==> config.mk <==
export PLATFORM = sky130hd
export DESIGN_NAME = atsc_depad_cfg
export DESIGN_NICKNAME = d
export VERILOG_FILES = /design/src/rtl/atsc_rx_pkg.sv /design/src/rtl/axis_skid_reg.sv /design/src/rtl/atsc_depad_cfg.sv
export SDC_FILE = /design/constraint.sdc
export NUM_CORES = 1
export LEC_CHECK = 0
export BUFFER_PORTS_ARGS = -buffer_cell sky130_fd_sc_hd__buf_2
export CELL_PAD_IN_SITES_DETAIL_PLACEMENT = 2
export CELL_PAD_IN_SITES_GLOBAL_PLACEMENT = 2
export CORE_ASPECT_RATIO = 1.1
export CORE_UTILIZATION = 38
export CTS_CLUSTER_DIAMETER = 150
export DETAILED_ROUTE_END_ITERATION = 10
export HOLD_SLACK_MARGIN = 0.05
export PLACE_DENSITY = 0.82
export SLEW_MARGIN = 20
export SYNTH_ARGS = -nofsm -noshare
export SYNTH_HDL_FRONTEND = slang
export SYNTH_HIERARCHICAL = 1
export SYNTH_SLANG_ARGS = --single-unit
==> constraint.sdc <==
create_clock -name ap_clk -period 7.51 [get_ports ap_clk]
set_clock_uncertainty 0.15 [all_clocks]
set_input_delay 0 -clock ap_clk [delete_from_list [all_inputs] [get_ports ap_clk]]
set_output_delay 0 -clock ap_clk [all_outputs]
set_load 0.05 [all_outputs]
==> src/rtl/atsc_rx_pkg.sv <==
`default_nettype none
// ============================================================================
// Module      : atsc_rx_pkg
// Description : Shared constants for the ATSC RX depadder: settings-bus
//               addresses, reset configuration, readback select codes and
//               counter width.
// Revision    : 1.0 - initial release
// ============================================================================
package atsc_rx_pkg;

    // Settings-bus register addresses
    localparam int c_sr_keep   = 129;
    localparam int c_sr_offset = 130;
    localparam int c_sr_clr    = 131;

    // One MPEG-TS packet is 188 bytes, i.e. 47 words at 32 bits
    localparam int c_atsc_ts_bytes    = 188;
    localparam int c_default_keep   = 47;
    localparam int c_default_offset = 0;

    // Statistics counters wrap at this width
    localparam int c_cnt_w = 32;

    // Readback select codes
    typedef enum logic [7:0] {
        RB_CFG      = 8'd0,
        RB_PKTS_IN  = 8'd1,
        RB_PKTS_OUT = 8'd2,
        RB_SHORT    = 8'd3,
        RB_LONG     = 8'd4
    } rb_sel_e;

endpackage
`default_nettype wire

==> src/rtl/axis_skid_reg.sv <==
`default_nettype none
// ============================================================================
// Module      : axis_skid_reg
// Description : Two-entry AXI-Stream skid buffer. The upstream ready is a
//               register (skid slot empty), so there is no combinational
//               path from downstream ready back upstream. Full throughput
//               with one cycle of latency.
// Revision    : 1.0 - initial release
// ============================================================================
module axis_skid_reg #(
    parameter int WIDTH = 33
) (
    input  logic             clk,
    input  logic             rst_n,
    input  logic             i_s_valid,
    output logic             o_s_ready,
    input  logic [WIDTH-1:0] i_s_data,
    output logic             o_m_valid,
    input  logic             i_m_ready,
    output logic [WIDTH-1:0] o_m_data
);

    logic             r_m_valid;
    logic [WIDTH-1:0] r_m_data;
    logic             r_skid_valid;
    logic [WIDTH-1:0] r_skid_data;
    logic             r_s_ready;

    logic w_s_hs;
    logic w_m_free;
    logic w_skid_valid_nxt;

    assign w_s_hs   = i_s_valid & r_s_ready;
    // Output slot can take a new word when empty or being consumed this cycle
    assign w_m_free = i_m_ready | ~r_m_valid;
    // Skid slot fills only when a word arrives while the output slot is held
    assign w_skid_valid_nxt = w_m_free ? 1'b0 : (r_skid_valid | w_s_hs);

    // Output slot, skid slot and registered upstream ready
    always_ff @(posedge clk or negedge rst_n) begin
        if (!rst_n) begin
            r_m_valid    <= 1'b0;
            r_m_data     <= '0;
            r_skid_valid <= 1'b0;
            r_skid_data  <= '0;
            r_s_ready    <= 1'b0;
        end else begin
            r_s_ready    <= ~w_skid_valid_nxt;
            r_skid_valid <= w_skid_valid_nxt;
            if (w_m_free) begin
                if (r_skid_valid) begin
                    r_m_valid <= 1'b1;
                    r_m_data  <= r_skid_data;
                end else begin
                    r_m_valid <= w_s_hs;
                    if (w_s_hs) begin
                        r_m_data <= i_s_data;
                    end
                end
            end else if (w_s_hs) begin
                r_skid_data <= i_s_data;
            end
        end
    end

    assign o_s_ready = r_s_ready;
    assign o_m_valid = r_m_valid;
    assign o_m_data  = r_m_data;

endmodule
`default_nettype wire

==> src/rtl/atsc_depad_cfg.sv <==
`default_nettype none
// ============================================================================
// Module      : atsc_depad_cfg
// Description : Runtime-configurable AXI-Stream depadder. Per input packet it
//               drops OFFSET leading words, forwards KEEP words and drops the
//               remainder; flags short/long packets and exposes counters on
//               a registered readback bus.
// Revision    : 1.0 - initial release
// ============================================================================
module atsc_depad_cfg
    import atsc_rx_pkg::*;
#(
    parameter int DATA_W         = 32,
    parameter int CNT_W          = 8,
    parameter int SR_KEEP        = c_sr_keep,
    parameter int SR_OFFSET      = c_sr_offset,
    parameter int SR_CLR         = c_sr_clr,
    parameter int DEFAULT_KEEP   = c_default_keep,
    parameter int DEFAULT_OFFSET = c_default_offset
) (
    input  logic              ap_clk,
    input  logic              ap_rst_n,
    input  logic              set_stb,
    input  logic [7:0]        set_addr,
    input  logic [31:0]       set_data,
    input  logic [DATA_W-1:0] in_TDATA,
    input  logic              in_TVALID,
    output logic              in_TREADY,
    input  logic              in_TLAST,
    output logic [DATA_W-1:0] out_TDATA,
    output logic              out_TVALID,
    input  logic              out_TREADY,
    output logic              out_TLAST,
    input  logic [7:0]        rb_addr,
    output logic [63:0]       rb_data
);

    logic [CNT_W-1:0]   r_idx;
    logic [CNT_W-1:0]   r_keep;
    logic [CNT_W-1:0]   r_off;
    logic [CNT_W-1:0]   r_keep_sh;
    logic [CNT_W-1:0]   r_off_sh;
    logic               r_long_seen;
    logic [c_cnt_w-1:0] r_pkts_in;
    logic [c_cnt_w-1:0] r_pkts_out;
    logic [c_cnt_w-1:0] r_short;
    logic [c_cnt_w-1:0] r_long;
    logic [63:0]        r_rb;

    logic             w_hs;
    logic             w_first;
    logic [CNT_W-1:0] w_keep;
    logic [CNT_W-1:0] w_off;
    logic [CNT_W:0]   w_end;
    logic [CNT_W:0]   w_idx_x;
    logic             w_keep_nz;
    logic             w_in_win;
    logic             w_last_win;
    logic             w_past;
    logic             w_short_inc;
    logic             w_long_inc;
    logic             w_out_last_hs;
    logic             w_clr;
    logic             w_wr_keep;
    logic             w_wr_off;
    logic             w_unused_set_data;

    assign w_hs    = in_TVALID & in_TREADY;
    // The first word of a packet sees the shadow values it is about to load
    assign w_first = (r_idx == '0);
    assign w_keep  = w_first ? r_keep_sh : r_keep;
    assign w_off   = w_first ? r_off_sh  : r_off;

    // Window end is one bit wider so OFFSET+KEEP never wraps
    assign w_end      = {1'b0, w_off} + {1'b0, w_keep};
    assign w_idx_x    = {1'b0, r_idx};
    assign w_keep_nz  = |w_keep;
    assign w_in_win   = (r_idx >= w_off) && (w_idx_x < w_end);
    assign w_last_win = (w_idx_x == (w_end - 1'b1));
    assign w_past     = w_keep_nz && (w_idx_x >= w_end);

    assign w_short_inc   = w_hs & in_TLAST & w_keep_nz & (w_idx_x < (w_end - 1'b1));
    assign w_long_inc    = w_hs & w_past & ~r_long_seen;
    assign w_out_last_hs = out_TVALID & out_TREADY & out_TLAST;

    assign w_clr     = set_stb && (set_addr == 8'(SR_CLR));
    assign w_wr_keep = set_stb && (set_addr == 8'(SR_KEEP));
    assign w_wr_off  = set_stb && (set_addr == 8'(SR_OFFSET));

    assign w_unused_set_data = &{1'b0, set_data[31:CNT_W]};

    axis_skid_reg #(
        .WIDTH (DATA_W + 1)
    ) u_skid (
        .clk       (ap_clk),
        .rst_n     (ap_rst_n),
        .i_s_valid (in_TVALID & w_in_win),
        .o_s_ready (in_TREADY),
        .i_s_data  ({in_TLAST | w_last_win, in_TDATA}),
        .o_m_valid (out_TVALID),
        .i_m_ready (out_TREADY),
        .o_m_data  ({out_TLAST, out_TDATA})
    );

    // Config shadow writes, per-packet activation, word index and long flag
    always_ff @(posedge ap_clk or negedge ap_rst_n) begin
        if (!ap_rst_n) begin
            r_keep_sh   <= CNT_W'(DEFAULT_KEEP);
            r_off_sh    <= CNT_W'(DEFAULT_OFFSET);
            r_keep      <= CNT_W'(DEFAULT_KEEP);
            r_off       <= CNT_W'(DEFAULT_OFFSET);
            r_idx       <= '0;
            r_long_seen <= 1'b0;
        end else begin
            if (w_wr_keep) begin
                r_keep_sh <= set_data[CNT_W-1:0];
            end
            if (w_wr_off) begin
                r_off_sh <= set_data[CNT_W-1:0];
            end
            if (w_hs) begin
                if (w_first) begin
                    r_keep <= r_keep_sh;
                    r_off  <= r_off_sh;
                end
                if (in_TLAST) begin
                    r_idx       <= '0;
                    r_long_seen <= 1'b0;
                end else begin
                    if (r_idx != {CNT_W{1'b1}}) begin
                        r_idx <= r_idx + 1'b1;
                    end
                    r_long_seen <= r_long_seen | w_past;
                end
            end
        end
    end

    // Statistics counters; a clear strobe overrides any same-cycle increment
    always_ff @(posedge ap_clk or negedge ap_rst_n) begin
        if (!ap_rst_n) begin
            r_pkts_in  <= '0;
            r_pkts_out <= '0;
            r_short    <= '0;
            r_long     <= '0;
        end else if (w_clr) begin
            r_pkts_in  <= '0;
            r_pkts_out <= '0;
            r_short    <= '0;
            r_long     <= '0;
        end else begin
            if (w_hs && in_TLAST) begin
                r_pkts_in <= r_pkts_in + 1'b1;
            end
            if (w_out_last_hs) begin
                r_pkts_out <= r_pkts_out + 1'b1;
            end
            if (w_short_inc) begin
                r_short <= r_short + 1'b1;
            end
            if (w_long_inc) begin
                r_long <= r_long + 1'b1;
            end
        end
    end

    // Registered readback mux
    always_ff @(posedge ap_clk or negedge ap_rst_n) begin
        if (!ap_rst_n) begin
            r_rb <= '0;
        end else begin
            case (rb_addr)
                RB_CFG:      r_rb <= {32'(r_keep_sh), 32'(r_off_sh)};
                RB_PKTS_IN:  r_rb <= 64'(r_pkts_in);
                RB_PKTS_OUT: r_rb <= 64'(r_pkts_out);
                RB_SHORT:    r_rb <= 64'(r_short);
                RB_LONG:     r_rb <= 64'(r_long);
                default:     r_rb <= '0;
            endcase
        end
    end

    assign rb_data = r_rb;

endmodule
`default_nettype wire

Word level (Yosys, flattened, before mapping)
Cells that the tools add are included.

Register bits: 302. Input port bits: 86. Logic and storage cells: 90. Output and inout port bits: 99.

Bitwise gates (word level): 18. Muxes and demuxes: 18. $add $sub $neg: 7. Magnitude comparators: 4. Reduce and logical (&&, ||, !) cells: 18. Eq/ne operators: 9.

Operators by type and width (number): 32-bit two-way mux (8); 40-bit case mux with 5 select lines (1); 32-bit by 1-bit adder with 32-bit output (second input constant) (4); 33-bit two-way mux (2); 8-bit two-way mux (4); 8-bit == test (second input constant) (3); 8-bit by 9-bit < comparator with 1-bit output (2); 8-bit by 2-bit == test with 1-bit output (second input constant) (2); 8-bit zero test (2); 2-bit nonzero test (6); 1-bit bitwise AND (10); 8-bit by 8-bit adder with 9-bit output (1); 8-bit by 9-bit == test with 1-bit output (1); 8-bit by 9-bit greater-or-equal comparator with 1-bit output (1); 9-bit by 1-bit subtractor with 9-bit output (second input constant) (1); 8-bit by 1-bit adder with 8-bit output (second input constant) (1); 8-bit by 1-bit == test with 1-bit output (second input constant) (1); 8-bit by 3-bit == test with 1-bit output (second input constant) (1); 8-bit greater-or-equal comparator (1); 8-bit inequality test (second input constant) (1); 8-bit OR reduction (1); 1-bit logical AND (6); 2-bit AND reduction (3); 1-bit inverter (4); 2 further kinds (7).

Longest topological paths before layout
Depth after elaboration: 10. Depth in mapped cells: 28. Gate-level depth less buffers: 24.

Cells and area by module
Netlist, hierarchy kept.

Modules (own cells, without submodules): atsc_depad_cfg (cells each 1254, area an instance 11885.1 um^2, sequential area each 5242.5 um^2, times used 1); axis_skid_reg (cells each 186, area an instance 3243.1 um^2, sequential area each 1726.7 um^2, times used 1).

Worst setup path before layout
OpenSTA, ideal clock, no wires.

Kind: reg-to-reg. Start point: register r_idx[0]. End point: register r_long[13]. Cell stages (with the launch flop): 24. Setup slack: 1.734 ns. Required time: 7.282 ns. Clock period less this slack: 5.776 ns. Data arrival time: 5.548 ns. Path buffers: 2. Setup time: 0.078 ns. Cells stage by stage: dfrtp_1 > inv_1 > ha_1 > nor3b_2 > nand2_1 > buf_1 > mux2i_1 > inv_1 > ha_1 > a221oi_1 > nor2_1 > a311oi_1 > a31oi_1 > xor2_1 > inv_1 > ha_1 > nand4_1 > nor2_1 > nor3_1 > a311o_1 > or4_1 > buf_2 > or4_1 > a21oi_1.

Word-level cells in the longest chain between the ends: 8. Elaborated cells between the ends (all ways): 10. Those cells by class: 1 x add/sub; 1 x order compare; 2 x mux; 2 x bitwise; 4 x reduce/logical.

Ends and longest elaborated chain: from (decl) (RTL line atsc_depad_cfg.sv:38) `logic [CNT_W-1:0] r_idx;`; from (signal assigned) (RTL line atsc_depad_cfg.sv:131) `r_idx <= r_idx + 1'b1;`; 8-bit zero test (RTL line atsc_depad_cfg.sv:70) `assign w_first = (r_idx == '0);`; 8-bit two-way mux; via w_off[1] (RTL line atsc_depad_cfg.sv:53) `logic [CNT_W-1:0] w_off;`; 8-bit by 8-bit adder with 9-bit output (RTL line atsc_depad_cfg.sv:75) `assign w_end = {1'b0, w_off} + {1'b0, w_keep};`; 8-bit by 9-bit greater-or-equal comparator with 1-bit output (RTL line atsc_depad_cfg.sv:80) `assign w_past = w_keep_nz && (w_idx_x >= w_end);`; 1-bit logical AND (RTL line atsc_depad_cfg.sv:80); 1-bit bitwise AND (2 in a row) (RTL line atsc_depad_cfg.sv:83) `assign w_long_inc = w_hs & w_past & ~r_long_seen;`; 2-bit nonzero test (no line); to (signal assigned) (RTL line atsc_depad_cfg.sv:162) `r_long <= r_long + 1'b1;`; to (decl) (RTL line atsc_depad_cfg.sv:47) `logic [c_cnt_w-1:0] r_long;`.

The timed path passes the listed nets, and every way through them passes these cells. A chain may end at the register's enable or synchronous reset.

Worst setup path after layout
Ends and elaborated chain as after synthesis.

==> flow_summary.html <==
<table>
<tr><th>Metric</th><th>Value</th></tr>
<tr><th colspan="2">Status</th></tr>
<tr><td>Status</td><td>finished, final reports clean</td></tr>
<tr><th colspan="2">Global route</th></tr>
<tr><td>Vias in the first global route</td><td>14.38k</td></tr>
<tr><td>Maximum number of pins on one net before global-route repair</td><td>about 160</td></tr>
<tr><td>GRT Overall Usage</td><td>28.65%</td></tr>
<tr><td>Grt ovf</td><td>0</td></tr>
<tr><td>Wire length of the first global-routing pass</td><td>around 89000 µm</td></tr>
<tr><td>Antenna violations before repair</td><td>3</td></tr>
<tr><th colspan="2">Routing</th></tr>
<tr><td>Routed length per placed instance</td><td>27.13 µm</td></tr>
<tr><td>Amount of wire on met2 after detailed routing</td><td>between 30000 and 40000 µm</td></tr>
<tr><td>Total Routed Length</td><td>58280 µm</td></tr>
<tr><td>DRC marker count from the first detailed-route iteration</td><td>945</td></tr>
<tr><td>Vias</td><td>12.80k</td></tr>
<tr><td>Met3 wire len</td><td>2709 µm</td></tr>
<tr><td>DRC viols</td><td>0</td></tr>
<tr><td>Drt pass-1 iters</td><td>6</td></tr>
<tr><td>Met1 Wirelength</td><td>~23000 µm</td></tr>
<tr><td>Top metal layer carrying routed signals</td><td>met4</td></tr>
<tr><td>Vias per cell</td><td>just under 6</td></tr>
<tr><td>Detail Route Antenna Nets</td><td>0</td></tr>
<tr><th colspan="2">Timing</th></tr>
<tr><td>Number of hold violations in the final report</td><td>0</td></tr>
<tr><td>Fin crit period</td><td>7212 ps</td></tr>
<tr><td>Setup repair after global routing missed its margin</td><td>false</td></tr>
<tr><td>Summed negative setup slack over all endpoints</td><td>0 ps</td></tr>
<tr><td>Final number of max-transition violations</td><td>0</td></tr>
<tr><td>Period utilisation layout</td><td>96.03%</td></tr>
<tr><td>Maximum achievable frequency</td><td>0.1387 GHz</td></tr>
<tr><td>Actual transition at the worst max-transition pin</td><td>around 1000 ps</td></tr>
<tr><td>Relative slew slack</td><td>31.97%</td></tr>
<tr><td>Number of setup violations in the final report</td><td>0</td></tr>
<tr><td>Final setup slack of the worst path</td><td>298.3 ps</td></tr>
<tr><td>Worst hold slack</td><td>about 73 ps</td></tr>
<tr><th colspan="2">Job</th></tr>
<tr><td>Max_cap viols</td><td>0</td></tr>
<tr><th colspan="2">Synthesis</th></tr>
<tr><td>Area leader, netlist</td><td>sky130_fd_sc_hd__dfrtp_1</td></tr>
<tr><td>Synthesis Warnings</td><td>6</td></tr>
<tr><td>Number of flip-flops and latches in the synthesized netlist</td><td>278</td></tr>
<tr><td>Synth Flop Type</td><td>sky130_fd_sc_hd__dfrtp_1</td></tr>
<tr><td>Fraction of the mapped netlist area in compound gates</td><td>between 10% and 20%</td></tr>
<tr><td>Syn Std Cell Area</td><td>15130 µm²</td></tr>
<tr><td>Fraction of the mapped netlist area in adder cells</td><td>under 10%</td></tr>
<tr><td>Dominant combinational cell family by area after synthesis</td><td>simple AND/OR/NAND/NOR gates</td></tr>
<tr><td>Xor-xnor portion of the synthesized cell area</td><td>approximately 4.6%</td></tr>
<tr><td>Cell variety after synth</td><td>76</td></tr>
<tr><td>Mean instance size in the synthesized netlist</td><td>between 10 and 15 µm²</td></tr>
<tr><td>Number of enable-type register cells in the synthesized netlist</td><td>0</td></tr>
<tr><td>Multiplexer share of the synthesized area</td><td>12.10%</td></tr>
<tr><td>Simple-Gate Fraction of Synth Area</td><td>17.58%</td></tr>
<tr><td>Share of the synthesized area in the top cell type</td><td>44.33%</td></tr>
<tr><td>Cells after synthesis</td><td>1440</td></tr>
<tr><td>Largest cells by area after synthesis</td><td>sky130_fd_sc_hd__dfrtp_1 44%, sky130_fd_sc_hd__mux2_4 6.0%, sky130_fd_sc_hd__mux2_2 5.3%, sky130_fd_sc_hd__nand2_1 3.4%, sky130_fd_sc_hd__ha_1 3.0%</td></tr>
<tr><td>Sequential-to-total area share from yosys stat</td><td>between 40% and 50%</td></tr>
<tr><td>Async set-or-reset flop fraction in the synthesized netlist</td><td>100.0%</td></tr>
<tr><th colspan="2">Worst setup path</th></tr>
<tr><td>Reg-to-Reg Start</td><td>r_idx[0]</td></tr>
<tr><td>Crit path required time</td><td>7800 ps</td></tr>
<tr><td>Worst R2R Setup Slack</td><td>300 ps</td></tr>
<tr><td>Critical R2R Capture</td><td>r_long[13]</td></tr>
<tr><td>Startpoint types</td><td>flop</td></tr>
<tr><td>Crit Path Max Fanout</td><td>16</td></tr>
<tr><td>Cell depth of the worst flop-to-flop path</td><td>21</td></tr>
<tr><td>Category of the worst setup path capture point</td><td>flop</td></tr>
<tr><td>Setup CP Type</td><td>flop to flop</td></tr>
<tr><td>Signal arrival time at the worst endpoint</td><td>7500 ps</td></tr>
<tr><th colspan="2">Floorplanning</th></tr>
<tr><td>Row Count</td><td>76</td></tr>
<tr><td>Die width</td><td>192.2 µm</td></tr>
<tr><td>Io pins</td><td>185</td></tr>
<tr><td>Standard cell core area</td><td>just under 40000 µm²</td></tr>
<tr><td>DIE AREA</td><td>40610 µm²</td></tr>
<tr><td>Height of the die</td><td>211.3 µm</td></tr>
<tr><td>Starting density of the core</td><td>about two fifths</td></tr>
<tr><th colspan="2">Place</th></tr>
<tr><td>Post-place setup slack</td><td>744.4 ps</td></tr>
<tr><td>Instance area at placement</td><td>between 15000 and 20000 µm²</td></tr>
<tr><td>Weighted congestion at the end of routability-driven global placement</td><td>0.8306</td></tr>
<tr><td>Number of buffers added on ports</td><td>136</td></tr>
<tr><td>Number of cells after detailed placement</td><td>2030</td></tr>
<tr><td>Final HPWL DP</td><td>33550 µm</td></tr>
<tr><th colspan="2">Clock network</th></tr>
<tr><td>Clock insertion delay at the later pin of the skew report</td><td>between 500 and 600 ps</td></tr>
<tr><td>Sinks on Clock Net</td><td>278</td></tr>
<tr><td>Register clock-pin slew on the reported worst setup and hold paths</td><td>70 ps</td></tr>
<tr><td>TritonCTS clock tree</td><td>built</td></tr>
<tr><td>Maximum number of buffers from clock root to sink</td><td>3</td></tr>
<tr><td>Clk root buf</td><td>sky130_fd_sc_hd__clkbuf_16</td></tr>
<tr><td>Num CTS Buffers</td><td>34</td></tr>
<tr><td>H-tree levels</td><td>2</td></tr>
<tr><th colspan="2">Power and ir drop</th></tr>
<tr><td>Max IR drop VDD</td><td>0.0003817 V</td></tr>
<tr><td>Power density over the cells</td><td>~300 nW/µm²</td></tr>
<tr><td>Standby leakage power</td><td>roughly 8.6 nW</td></tr>
<tr><th colspan="2">Finish</th></tr>
<tr><td>Layout cells sized above 1</td><td>23.17%</td></tr>
<tr><td>Filler instances</td><td>4040</td></tr>
<tr><td>Syn-to-layout area delta</td><td>18.59%</td></tr>
<tr><td>Total number of nets in the final design</td><td>1739</td></tr>
<tr><td>Final instance count without filler cells</td><td>2148</td></tr>
<tr><td>Post-route cell area</td><td>17940 µm²</td></tr>
<tr><th colspan="2">Min path</th></tr>
<tr><td>Class of the worst hold path</td><td>input pin to flop</td></tr>
<tr><td>Startpoint of the worst hold path</td><td>rb_addr[1]</td></tr>
<tr><td>Hold-critical path depth</td><td>3</td></tr>
<tr><td>Worst hold endpoint</td><td>rb_data[34]</td></tr>
</table>
layer usage:
layer,up-vias,track usage (%)
met5,-,0
met1,6698,32.96
met3,138,4.286
met2,420,51.66
li1,5539,-
met4,0,13.39
cells by family after synthesis:
logic type                 Yosys count
other                                1
buffers and inverters              139
DFF                                278
adders and majority gates           39
xor gates and xnor gates            79
AOI/OAI and AO/OA                  244
and+or+nand+nor                    516
muxes                              144
power by group:
group          internal, mW  switching, mW
registers              1.73          0.247
clock network          1.03          0.740
logic                 0.625           1.07
total                  3.39           2.06
per-stage QoR:
stage / util, % / power (mW)
CTS: 45.75 / 5.347
global route: 45.79 / 5.603
finish: 45.79 / 5.442
global placement: 41.33 / 3.388
floorplan: - / 3.053
detailed placement: 41.33 / 3.491
final cells by class:
type	instances	area [µm²]	area share [%]
inverters	44	165.2	0.9206
multi-input cells	1046	7579	42.24
repair buffers	212	1429	7.964
flip-flops and latches	278	6969	38.84
well taps	507	634.4	3.536
diodes	1	2.502	0.01395
clock buffers	50	1032	5.754
clock inverters	10	130.1	0.7253
layout by cell type (no fill, tap or decap), types with 35 or more instances in the layout:
| cell | n |
|---|---|
| sky130_fd_sc_hd__dfrtp_1 | 268 |
| sky130_fd_sc_hd__nand2_1 | 139 |
| sky130_fd_sc_hd__buf_2 | 135 |
| sky130_fd_sc_hd__nor2_1 | 117 |
| sky130_fd_sc_hd__a21oi_1 | 75 |
| sky130_fd_sc_hd__mux2_2 | 71 |
| sky130_fd_sc_hd__mux2_4 | 60 |
| sky130_fd_sc_hd__dlygate4sd3_1 | 57 |
| sky130_fd_sc_hd__nand3_1 | 51 |
| sky130_fd_sc_hd__xor2_1 | 47 |
| sky130_fd_sc_hd__inv_1 | 44 |
| sky130_fd_sc_hd__ha_1 | 36 |
| sky130_fd_sc_hd__or4_1 | 35 |
| sky130_fd_sc_hd__clkbuf_16 | 35 |
flip-flops by register name (all words and copies together), names as in the netlist, 32 cells and up:
signal              flops
r_long                 32
r_pkts_in              32
r_pkts_out             32
r_short                32
rb_data                40
u_skid/o_m_data        33
u_skid/r_skid_data     33
critical path, stage by stage, from the launching register on:
cell and delay (ps):
sky130_fd_sc_hd__dfrtp_1 420, sky130_fd_sc_hd__inv_1 220, sky130_fd_sc_hd__ha_1 280, sky130_fd_sc_hd__nor3b_2 430, sky130_fd_sc_hd__nand2_1 310, sky130_fd_sc_hd__mux2i_2 410, sky130_fd_sc_hd__inv_1 90, sky130_fd_sc_hd__ha_1 310
sky130_fd_sc_hd__a221oi_1 480, sky130_fd_sc_hd__nor2_1 190, sky130_fd_sc_hd__a311oi_1 340, sky130_fd_sc_hd__a31oi_1 170, sky130_fd_sc_hd__xor2_2 360, sky130_fd_sc_hd__inv_1 120, sky130_fd_sc_hd__ha_1 350, sky130_fd_sc_hd__nand4_1 140
sky130_fd_sc_hd__nor2_1 190, sky130_fd_sc_hd__nor3_1 90, sky130_fd_sc_hd__a311o_1 470, sky130_fd_sc_hd__or4_1 770, sky130_fd_sc_hd__or4_1 610, sky130_fd_sc_hd__a21oi_1 170
worst max path at each step:
| stage | start | endpoint | slack, ps |
|---|---|---|---|
| after CTS | r_idx[0] | r_long[13] | 540 |
| after detailed placement | r_idx[0] | r_long[18] | 740 |
| after global routing | r_idx[0] | r_long[14] | 30 |
| final | r_idx[0] | r_long[13] | 300 |
| after global placement | r_idx[4] | r_long[18] | 940 |
| after floorplan | r_idx[0] | r_long[13] | 1730 |
cell usage after synthesis (all sizes together), types with 29 or more instances:
cell	number
dfrtp	268
nand2	139
mux2	131
nor2	120
a21oi	77
nand3	52
clkbuf	50
xor2	48
buf	45
inv	44
ha	36
or4	36
and3	32
xnor2	31
o31ai	29
what timing repair did:
item,in CTS,in global routing
setup buffers,0,0
setup endpoints to repair,0,8
hold buffers,57,0
gates resized for setup,0,2
endpoints found under the hold margin,255,0
No activity file was read; power rests on OpenSTA's default activity.
